--- src/rtl/mux8_rr_sched.sv ---
// Round-robin scheduler sharing one 8:1 bit mux among NREQ requesters.
// Optional forced release after MAX_HOLD cycles: define MUX8_RR_SCHED_TIMEOUT_EN.
module mux8_rr_sched #(
  parameter int NREQ     = 8,
  parameter int SEL_W    = $clog2(NREQ),
  parameter int MAX_HOLD = 16
) (
  input  logic             clk,
  input  logic             rst_n,
  input  logic [NREQ-1:0]  req_i,
  input  logic [NREQ-1:0]  mask_i,
  input  logic             done_i,
  output logic [NREQ-1:0]  gnt_o,
  output logic [SEL_W-1:0] sel_o,
  output logic             busy_o,
  output logic             timeout_o
);

  if (NREQ < 2 || SEL_W != $clog2(NREQ) || MAX_HOLD < 2) begin : g_param_err
    $error("mux8_rr_sched: invalid NREQ/SEL_W/MAX_HOLD combination");
  end

  typedef enum logic {IDLE, GRANT} state_t;

  state_t           state_q, state_d;
  logic [SEL_W-1:0] ptr_q, ptr_d, sel_d, win_idx;
  logic [NREQ-1:0]  gnt_d, elig, cand;
  logic             timeout_d, owner_rel, force_rel, win_found, grant_now, at_limit;

  // Scans p+1, p+2, ... wrapping; p itself is visited last. The loop runs
  // backwards so the lowest offset from p is the last (winning) assignment.
  function automatic logic [SEL_W:0] rr_pick(input logic [NREQ-1:0] v,
                                             input logic [SEL_W-1:0] p);
    logic [SEL_W:0] r;
    int             idx;
    r = '0;
    for (int k = NREQ; k >= 1; k--) begin
      idx = (int'(p) + k) % NREQ;
      if (v[idx]) r = {1'b1, SEL_W'(idx)};
    end
    return r;
  endfunction

`ifdef MUX8_RR_SCHED_TIMEOUT_EN
  localparam int CNT_W = $clog2(MAX_HOLD);
  logic [CNT_W-1:0] hold_q, hold_d;

  assign at_limit = (hold_q == CNT_W'(MAX_HOLD - 1));

  always_comb begin
    hold_d = hold_q;
    if (grant_now) hold_d = '0;
    else if (state_q == GRANT && !at_limit) hold_d = hold_q + CNT_W'(1);
  end

  always_ff @(posedge clk or negedge rst_n) begin
    if (!rst_n) hold_q <= '0;
    else        hold_q <= hold_d;
  end
`else
  assign at_limit = 1'b0;
`endif

  always_comb begin
    // NOTE: every signal driven here gets a default first, so no path can leave it unassigned and infer a latch.
    state_d   = state_q;
    ptr_d     = ptr_q;
    sel_d     = sel_o;
    gnt_d     = gnt_o;
    timeout_d = 1'b0;
    grant_now = 1'b0;

    elig      = req_i & mask_i;
    owner_rel = done_i | ~req_i[ptr_q] | ~mask_i[ptr_q];
    force_rel = (state_q == GRANT) & ~owner_rel & at_limit;

    // A releasing owner is scanned last, so it is re-granted only when it is
    // the sole eligible source; a timed-out owner sits out this round entirely.
    cand = elig;
    if (force_rel) cand[ptr_q] = 1'b0;
    {win_found, win_idx} = rr_pick(cand, ptr_q);

    case (state_q)
      IDLE: begin
        if (win_found) grant_now = 1'b1;
      end
      GRANT: begin
        if (owner_rel || force_rel) begin
          timeout_d = force_rel;
          if (win_found) begin
            grant_now = 1'b1;
          end else begin
            state_d = IDLE;
            gnt_d   = '0;
          end
        end
      end
      default: state_d = IDLE;
    endcase

    if (grant_now) begin
      state_d = GRANT;
      ptr_d   = win_idx;
      sel_d   = win_idx;
      gnt_d   = NREQ'(1) << win_idx;
    end
  end

  always_ff @(posedge clk or negedge rst_n) begin
    // NOTE: registers update with non-blocking assignments so every flop samples pre-edge values.
    if (!rst_n) begin
      state_q   <= IDLE;
      ptr_q     <= SEL_W'(NREQ - 1);
      gnt_o     <= '0;
      sel_o     <= '0;
      timeout_o <= 1'b0;
    end else begin
      state_q   <= state_d;
      ptr_q     <= ptr_d;
      gnt_o     <= gnt_d;
      sel_o     <= sel_d;
      timeout_o <= timeout_d;
    end
  end

  assign busy_o = (state_q == GRANT);

endmodule

--- config.mk ---
export PLATFORM = sky130hd
export DESIGN_NAME = mux8_rr_sched
export DESIGN_NICKNAME = d
export VERILOG_FILES = /design/src/rtl/mux8_rr_sched.sv
export SDC_FILE = /design/constraint.sdc
export NUM_CORES = 1
export LEC_CHECK = 0
export BUFFER_PORTS_ARGS = -buffer_cell sky130_fd_sc_hd__buf_2
export CAP_MARGIN = 5
export CORE_MARGIN = 4
export CORE_UTILIZATION = 55
export CTS_CLUSTER_SIZE = 12
export DETAILED_ROUTE_END_ITERATION = 16
export PLACE_DENSITY = 0.84
export SYNTH_ARGS = -nofsm -noshare
export SYNTH_HDL_FRONTEND = slang
export SYNTH_SLANG_ARGS = --single-unit
--- constraint.sdc ---
create_clock -name clk -period 7.8 [get_ports clk]
set_input_delay 1.56 -clock clk [delete_from_list [all_inputs] [get_ports clk]]
set_output_delay 1.56 -clock clk [all_outputs]
set_load 0.02 [all_outputs]
==> results of run 1 <==
==> through the flow <==
step	utilization (%)	hold slack (ps)	setup WS, ps	instances
after floorplan	-	578	4290	178
after global placement	61.0	460	3950	243
after detailed placement	61.0	464	3920	243
after CTS	61.9	494	4010	247
after global routing	61.9	519	3660	247
final	61.9	488	3950	247
==> Yosys cell counts, types with 6 or more instances <==
library cell  instances  area (µm²)
nand2_1              27         101
a21oi_1               7        35.0
nor2_1               10        37.5
mux2i_1               9        90.1
o21ai_0               6        30.0
mux4_2                9         203
dfrtp_1              12         300
nand3_1               7        35.0
==> per-layer routing <==
layer	wire (µm)	global-route usage [%]	vias to the layer above	part of all wire, %
met5	0	0	-	0
met4	59	6.33	0	1.3
met3	402	3.64	6	9.0
met2	2050	34.5	78	46
met1	1940	33.9	782	44
li1	-	-	747	-
==> worst max-delay path: cells and delay by family (launching register included) <==
kind,cells,cell delay (ps)
compound gates,3,1000
fa+ha+maj,1,650
buf+inv,2,450
flops,1,820
simple gates,3,810
==> worst paths after layout <==
path / start / to / slack, ps / cells past startpoint
max: ptr_q[0]$_DFFE_PN1P_ / gnt_o[6]$_DFFE_PN0P_ / 3950 / 9
min in group asynchronous: rst_n / gnt_o[3]$_DFFE_PN0P_ / 1150 / 1
max reg2reg: ptr_q[0]$_DFFE_PN1P_ / gnt_o[6]$_DFFE_PN0P_ / 3950 / 9
min reg2reg: gnt_o[2]$_DFFE_PN0P_ / gnt_o[2]$_DFFE_PN0P_ / 490 / 2
max in group asynchronous: rst_n / ptr_q[2]$_DFFE_PN1P_ / 6360 / 1
min: gnt_o[2]$_DFFE_PN0P_ / gnt_o[2]$_DFFE_PN0P_ / 490 / 2
==> flip-flops by register name (all words and copies together), names as in the netlist <==
| register | count |
|---|---|
| gnt_o | 8 |
| sel_o | 3 |
| busy_o | 1 |
| ptr_q | 3 |
==> final cells by class <==
cell class | count | area share, %
Timing Repair Buffer | 30 | 7.88
Clock buffer | 3 | 1.18
Multi-Input combinational cell | 150 | 67.1
Tap cell | 44 | 2.89
Sequential cell | 15 | 19.9
Inverter | 4 | 0.788
Clock inverter | 1 | 0.263
==> logic make-up after synthesis <==
kind of cell | synth area share [%]
AOI/OAI and AO/OA | 22.4
xor gates and xnor gates | 3.46
adders and majority gates | 1.41
buffers and inverters | 6.36
DFF | 21.4
muxes | 26.1
other | 0.212
and+or+nand+nor | 18.7
==> impl_metrics.csv, run 1 <==
group,metric,value,unit
outcome,status,"finished clean",
timing,min_period,3850,ps
placed_design,io_buffers,30,
timing,maxSlewHeadroom,48.7,%
floorplan,dieArea,0.00419,mm²
clock_tree,cts_max_level,1,
routing,drtIter0Drc,130,
finish,seq_area,379,µm²
clock_tree,clock_latency,280,ps
placed_design,dp.final_hpwl,3580,µm
logic_synthesis,yosys_warnings,0,
finish,areaGrowthSynthToFinish,7.63,%
routing,firstDrtPassIters,4,
worst_setup_path,start_kind,"register",
finish,multiInputGateArea,0.00128,mm²
global_route,grt_pass1_wl,7530,µm
logic_synthesis,synth-seq-cells,15,
logic_synthesis,avgSynthCellArea,9.95,µm²
logic_synthesis,syn_area,0.00177,mm²
logic_synthesis,synth_cell_type_count,59,
placed_design,place_area,0.00188,mm²
finish,nets,225,
floorplan,start_util,57.5,%
global_route,grt_pass1_vias,1505,
clock_tree,clkTransAtPathRegs,90,ps
logic_synthesis,synth.yosys.seq_area_share,21.4,%
worst_setup_path,cp.arrival,4030,ps
floorplan,core,0.00308,mm²
timing,period_share,49.3,%
worst_setup_path,crit_slowest_cell,"dfstp_2",
routing,vias,1613,
clock_tree,cts_buffers,3,
clock_tree,hold_buffers,0,
routing,routed_wl,4460,µm
worst_setup_path,worstPathCellList,"inv_2 -> ha_1 -> inv_1 -> nand2_1 -> o22ai_1 -> or3_2 -> o41ai_2 -> nand2_1 -> o31ai_1",
worst_setup_path,crit_top_cell,"nand2_1",
global_route,track_usage,22.9,%
timing,drv_slew,0,
floorplan,die_w,64.7,µm
finish,layout_commonest_cell,"buf_2",
routing,viasPerCell,6.53,
min_path,hold_class,"register to register",
floorplan,die_h,64.7,µm
timing,fin_setup_tns,0,ps
worst_setup_path,criticalPathCategory,"register to register",
timing,worst_pin_slew,761,ps
finish,final_area,0.00191,mm²
floorplan,num_io_pins,32,
finish,final_cell_mix,"buf_2 (30), nand2_1 (27), dfrtp_1 (12)",
worst_setup_path,endpoint_kind,"register",
timing,setup_violations,0,
clock_tree,clockRootBuffer,"clkbuf_4",
finish,nFillCells,273,
clock_tree,cts.sinks,15,
timing,rsz0062_at_grt,"false",
worst_setup_path,path_max_fanout,24,
timing,finalHoldViolCount,0,
worst_setup_path,cp_slowest_stage_delay,820,ps
clock_tree,clockBufferDepth,2,
clock_tree,cts_resized,0,
worst_setup_path,required,7980,ps
timing,finalClockSkew,8.33,ps
routing,drc_errors,0,
clock_tree,cts_tree,"done",
floorplan,fp-row-count,20,
routing,ant_nets,0,
global_route,grt-ovfl-total,0,
logic_synthesis,synthCells,178,
finish,antenna_cells,0,
logic_synthesis,synth-edff-count,0,
flow_run,max_cap_viol_count,0,
logic_synthesis,async_flop_share,100,%
clock_tree,post_cts_buffers,0,
global_route,grt_start_max_net_pins,25,
logic_synthesis,ys.flop_type,"dfrtp_1",
finish,layout-drive-gt1-share,34.0,%
global_route,antenna_found_initial,0,
routing,wl_per_cell,18.0,µm
logic_synthesis,syn-num-nets,199,
timing,fmax,0.260,GHz
placed_design,gp_congestion,0.991,
Power of run 1 is not shown: default switching activity piles up to over one toggle a cycle in this logic, so the estimate is an artifact.
==> run 2, diff against run 1 <==
--- a/config.mk
+++ b/config.mk
@@ -5,13 +5,14 @@
 export SDC_FILE = /design/constraint.sdc
 export NUM_CORES = 1
 export LEC_CHECK = 0
+export ABC_AREA = 1
 export BUFFER_PORTS_ARGS = -buffer_cell sky130_fd_sc_hd__buf_2
 export CAP_MARGIN = 5
 export CORE_MARGIN = 4
-export CORE_UTILIZATION = 55
+export CORE_UTILIZATION = 49
 export CTS_CLUSTER_SIZE = 12
 export DETAILED_ROUTE_END_ITERATION = 16
-export PLACE_DENSITY = 0.84
+export PLACE_DENSITY = 0.81
 export SYNTH_ARGS = -nofsm -noshare
 export SYNTH_HDL_FRONTEND = slang
 export SYNTH_SLANG_ARGS = --single-unit
==> constraint.sdc (replaced) <==
create_clock -name clk -period 3.2 [get_ports clk]
set_input_delay 0.64 -clock clk [delete_from_list [all_inputs] [get_ports clk]]
set_output_delay 0.64 -clock clk [all_outputs]
set_load 0.02 [all_outputs]
==> run 2 against run 1 <==
  * Die area down 4.4%
  * Design area is 13% lower
  * Via count is 5.1% lower
  * Routed wire length fell by 17%
  * Synthesized area down 15%
  * Final cell count up 15%
  * Critical path depth grew 4
  * Count of clock-buffer cells in the layout is the same
  * Register-to-register slack worse by 3200 ps
  * Synthesized cell count rose by 26%
  * Setup slack got worse by 3200 ps
  * Critical path type unchanged
  * Critical endpoint is now gnt_o[5]$_DFFE_PN0P_
  * Highest routed layer unchanged
==> impl_metrics.csv, run 2 <==
group,metric,value,unit
worst_setup_path,start_kind,"register",
finish,nets,276,
worst_setup_path,cp.arrival,2690,ps
clock_tree,post_cts_buffers,0,
routing,drc_errors,0,
worst_setup_path,path_max_fanout,20,
logic_synthesis,synth_top_area_share,20.0,%
floorplan,die_w,63.3,µm
floorplan,dieArea,0.00401,mm²
logic_synthesis,syn-num-nets,246,
timing,min_period,2480,ps
global_route,grt_pass1_wl,6400,µm
routing,routed_wl,3680,µm
logic_synthesis,synth_cell_type_count,32,
logic_synthesis,synth-edff-count,0,
routing,vias,1531,
finish,layout_commonest_cell,"nand2_1",
worst_setup_path,path_buf_inv,2,
logic_synthesis,synth-seq-cells,15,
logic_synthesis,avgSynthCellArea,6.66,µm²
logic_synthesis,yosysMostFrequentCell,"nand2_1",
logic_synthesis,yosys_warnings,0,
outcome,status,"finished clean",
finish,reg_top3,"gnt_o (8), ptr_q (3), sel_o (3)",
timing,setup_violations,0,
clock_tree,cts_max_level,1,
routing,ant_nets,0,
worst_setup_path,crit_slowest_cell,"dfstp_2",
global_route,track_usage,19.6,%
logic_synthesis,ys.flop_type,"dfrtp_1",
routing,firstDrtPassIters,4,
worst_setup_path,endpoint_kind,"register",
floorplan,start_util,53.0,%
clock_tree,cts_tree,"done",
clock_tree,clkTransAtPathRegs,90,ps
timing,finalHoldViolCount,0,
floorplan,core,0.00283,mm²
placed_design,gp_congestion,0.876,
logic_synthesis,synth_area_leaders,"dfrtp_1 (20%), nand3_1 (17%), nand2_1 (16%)",
clock_tree,cts_buffers,3,
finish,layout-drive-gt1-share,28.7,%
clock_tree,clock_latency,290,ps
finish,antenna_cells,0,
logic_synthesis,synthCells,225,
worst_setup_path,path_delay_family,"simple AND/OR/NAND/NOR gates",
timing,fin_setup_tns,0,ps
floorplan,fp-row-count,19,
finish,areaGrowthSynthToFinish,10.3,%
worst_setup_path,criticalPathCategory,"register to register",
finish,final_cell_mix,"nand2_1 (63), nand3_1 (50), buf_2 (30)",
clock_tree,cts.sinks,15,
routing,viasPerCell,5.37,
worst_setup_path,cp_slowest_stage_delay,560,ps
worst_setup_path,worstPathCellList,"inv_4 -> ha_1 -> inv_2 -> nand3_1 -> nand3_1 -> nand2_2 -> nor2_2 -> a21oi_2 -> nand2_1 -> nand2_1 -> nand2_2 -> nand3_1 -> o21bai_1",
logic_synthesis,async_flop_share,100,%
logic_synthesis,syn_area,0.00150,mm²
placed_design,io_buffers,30,
clock_tree,clockBufferDepth,2,
logic_synthesis,synth_common_cells,"nand2_1 (63), nand3_1 (50), inv_1 (16)",
min_path,hold_class,"input pin to asynchronous set/reset pin",
global_route,grt-ovfl-total,0,
clock_tree,cts_resized,0,
floorplan,num_io_pins,32,
routing,wl_per_cell,12.9,µm
global_route,grt_start_max_net_pins,21,
global_route,grt_pass1_vias,1411,
clock_tree,clockRootBuffer,"clkbuf_4",
logic_synthesis,yosys.area.top_type,"dfrtp_1",
timing,drv_slew,0,
finish,largest_reg_flops,8,
finish,regMostFlops,"gnt_o",
timing,finalClockSkew,1.30,ps
worst_setup_path,required,3410,ps
worst_setup_path,crit_top_cell,"nand3_1",
clock_tree,hold_buffers,0,
timing,period_share,77.5,%
routing,drtIter0Drc,97,
placed_design,dp.final_hpwl,3050,µm
floorplan,die_h,63.3,µm
logic_synthesis,synth.yosys.seq_area_share,25.3,%
global_route,antenna_found_initial,0,
timing,fmax,0.403,GHz
flow_run,max_cap_viol_count,0,
timing,rsz0062_at_grt,"false",
[run 2: final timing paths]
check                                       end  slack, ps            startpoint  depth (start not counted)
setup / recovery           gnt_o[5]$_DFFE_PN0P_        720  ptr_q[0]$_DFFE_PN1P_                         13
hold / removal             sel_o[1]$_DFFE_PN0P_        230                 rst_n                          1
setup reg to reg           gnt_o[5]$_DFFE_PN0P_        720  ptr_q[0]$_DFFE_PN1P_                         13
hold reg to reg            sel_o[1]$_DFFE_PN0P_        480  sel_o[1]$_DFFE_PN0P_                          2
max in group asynchronous  ptr_q[1]$_DFFE_PN1P_       2680                 rst_n                          1
min in group clk           sel_o[1]$_DFFE_PN0P_        480  sel_o[1]$_DFFE_PN0P_                          2
[run 2: area by class of cell]
class / count / area, µm²
Tap cell: 31 / 38.8
Inverter: 25 / 98.8
Timing Repair Buffer: 32 / 165
Clock inverter: 1 / 5.00
Multi-Input combinational cell: 178 / 943
Fill cell: 279 / 1180
Clock buffer: 3 / 22.5
Sequential cell: 15 / 379
[run 2: cell families (layout without fill, tap and decap cells)]
group	count (synthesis)	after routing	share of synthesized area [%]
buf+inv	32	61	11.8
fa+ha+maj	2	2	1.67
flops	15	15	25.3
simple gates	149	149	50.2
other cells	1	1	0.250
xor+xnor	2	2	1.67
compound gates	24	24	9.18
[run 2: metal layers]
layer  GRT usage [%]  wire length (µm)  vias to the layer above
li1                -                 -                      797
met1            28.3              1760                      683
met2            30.3              1650                       49
met3            3.91               255                        2
met4            3.77                15                        0
met5               0                 0                        -
[run 2: stage by stage]
stage                     cells  setup WS (ps)  util, %  instance area (µm²)  hold slack (ps)
final                       285            721     58.4                 1650              230
after global routing        285            463     58.4                 1650              237
after CTS                   285            748     58.4                 1650              235
after detailed placement    281            772     57.5                 1630              461
after global placement      281            802     57.5                 1630              457
after floorplan             225            718        -                 1500              344
Power of run 2 is left out for the same reason.
==> run 3, diff against run 2 <==
--- a/config.mk
+++ b/config.mk
@@ -9,10 +9,10 @@
 export BUFFER_PORTS_ARGS = -buffer_cell sky130_fd_sc_hd__buf_2
 export CAP_MARGIN = 5
 export CORE_MARGIN = 4
-export CORE_UTILIZATION = 49
+export CORE_UTILIZATION = 55
 export CTS_CLUSTER_SIZE = 12
 export DETAILED_ROUTE_END_ITERATION = 16
-export PLACE_DENSITY = 0.81
+export PLACE_DENSITY = 0.85
 export SYNTH_ARGS = -nofsm -noshare
 export SYNTH_HDL_FRONTEND = slang
 export SYNTH_SLANG_ARGS = --single-unit
==> constraint.sdc (replaced) <==
create_clock -name clk -period 2.42 [get_ports clk]
set_input_delay 0.484 -clock clk [delete_from_list [all_inputs] [get_ports clk]]
set_output_delay 0.484 -clock clk [all_outputs]
set_load 0.02 [all_outputs]
==> run 3 against run 2 <==
  * Sequential share of layout area shrank 1.2 points
  * Highest routed layer unchanged
  * Worst hold slack worse by 160 ps
  * Via count up 6.9%
  * Setup slack worse by 590 ps
  * Non-clock buffer count increased by 2
  * Register-to-register slack got worse by 590 ps
  * Count of clock-buffer cells in the layout is the same
  * First-iteration DRC count increased by 49%
==> impl_metrics.csv, run 3 (synthesized netlist as in run 2, its figures left out) <==
group,metric,value,unit
clock_tree,cts_buffers,3,
global_route,track_usage,23.2,%
finish,final_area,0.00174,mm²
timing,finalClockSkew,4.69,ps
global_route,grt_util_met2,35.8,%
floorplan,core,0.00254,mm²
floorplan,fp-row-count,18,
clock_tree,clockRootBuffer,"clkbuf_4",
routing,routed_wl,3930,µm
worst_setup_path,endpoint_kind,"register",
finish,largest_reg_flops,8,
finish,layout_commonest_cell,"nand2_1",
min_path,hold_class,"input pin to asynchronous set/reset pin",
finish,final_cell_mix,"nand2_1 (60), nand3_1 (44), buf_2 (30)",
worst_setup_path,path_max_fanout,19,
global_route,use_met3,5.83,%
routing,viasPerCell,5.72,
global_route,grt_start_max_net_pins,20,
clock_tree,cts_tree,"done",
routing,firstDrtPassIters,4,
floorplan,die_h,60.2,µm
routing,ant_nets,0,
timing,fmax,0.436,GHz
timing,drv_slew,0,
timing,period_share,94.8,%
clock_tree,clkTransAtPathRegs,100,ps
timing,fin_setup_tns,0,ps
clock_tree,cts.sinks,15,
routing,wl_per_cell,13.7,µm
floorplan,die_w,60.2,µm
worst_setup_path,r2r_cells,13,
worst_setup_path,cp.arrival,2510,ps
finish,reg_top3,"gnt_o (8), ptr_q (3), sel_o (3)",
worst_setup_path,required,2640,ps
finish,nFillCells,220,
floorplan,dieArea,0.00362,mm²
global_route,busiest_layer,"met2",
global_route,grt_use_met1,32.3,%
flow_run,max_cap_viol_count,0,
outcome,status,"finished clean",
timing,finalHoldViolCount,0,
finish,areaGrowthSynthToFinish,16.3,%
global_route,antenna_found_initial,0,
floorplan,num_io_pins,32,
global_route,grt-ovfl-total,0,
worst_setup_path,start_kind,"register",
global_route,grt_pass1_wl,6430,µm
timing,setup_violations,0,
finish,antenna_cells,0,
finish,nets,278,
routing,drtIter0Drc,145,
clock_tree,clock_latency,290,ps
finish,layout-drive-gt1-share,34.8,%
clock_tree,clockBufferDepth,2,
routing,vias,1637,
placed_design,gp_congestion,0.884,
placed_design,place_area,0.00164,mm²
global_route,grt_pass1_vias,1481,
finish,regMostFlops,"gnt_o",
placed_design,dp.final_hpwl,3020,µm
clock_tree,post_cts_buffers,0,
worst_setup_path,criticalPathCategory,"register to register",
placed_design,io_buffers,30,
floorplan,start_util,58.9,%
timing,min_period,2290,ps
clock_tree,cts_max_level,1,
routing,drc_errors,0,
## run 3: cell types whose count changed in the layout (fill, tap and decap cells not counted), sizes merged
cell,delta
buf,+2
## run 3: what timing repair did
item,in CTS,in global routing
hold buffers,0,0
setup endpoints to repair,0,10
resized for setup,0,18
## run 3: cell type report
| cell class | instances | area [µm²] | share of cell area [%] |
|---|---|---|---|
| Multi-Input combinational cell | 178 | 1010 | 57.7 |
| Sequential cell | 15 | 379 | 21.8 |
| Timing Repair Buffer | 34 | 191 | 11.0 |
| Inverter | 25 | 101 | 5.81 |
| Tap cell | 30 | 37.5 | 2.15 |
| Clock buffer | 3 | 22.5 | 1.29 |
| Clock inverter | 1 | 5.00 | 0.287 |
## run 3: final timing paths
check	startpoint	end	slack [ps]
min in group clk	gnt_o[6]$_DFFE_PN0P_	gnt_o[6]$_DFFE_PN0P_	480
max in group asynchronous	rst_n	ptr_q[0]$_DFFE_PN1P_	2060
worst min register to register	gnt_o[6]$_DFFE_PN0P_	gnt_o[6]$_DFFE_PN0P_	480
worst max register to register	ptr_q[0]$_DFFE_PN1P_	gnt_o[1]$_DFFE_PN0P_	130
worst min-delay path	rst_n	gnt_o[1]$_DFFE_PN0P_	70
worst max-delay path	ptr_q[0]$_DFFE_PN1P_	gnt_o[1]$_DFFE_PN0P_	130
## run 3: worst max-delay path, cell delays in order (launching register included)
cell	delay, ps
dfstp_2	580
inv_4	50
buf_4	210
nand3_1	140
nand3_1	140
nand3_1	160
nand2_1	100
nor2_2	110
and3_4	200
nand3_4	80
nand2_1	100
nand2_2	100
nor2_1	120
o21bai_1	130
## run 3: metal layers
metal	routed length [µm]	part of all wire, %
met1	1710	43
met2	1770	45
met3	372	9.5
met4	75	1.9
met5	0	0
## run 3: per-stage QoR
stage,setup WS [ps],hold WS (ps),cells,util [%]
after floorplan,3.78,188,225,-
after global placement,121,395,282,64.5
after detailed placement,105,402,282,64.5
after CTS,82.2,81.6,286,65.6
after global routing,-32.1,84.8,286,68.5
final,126,70.1,286,68.5
Power of run 3 is left out for the same reason.
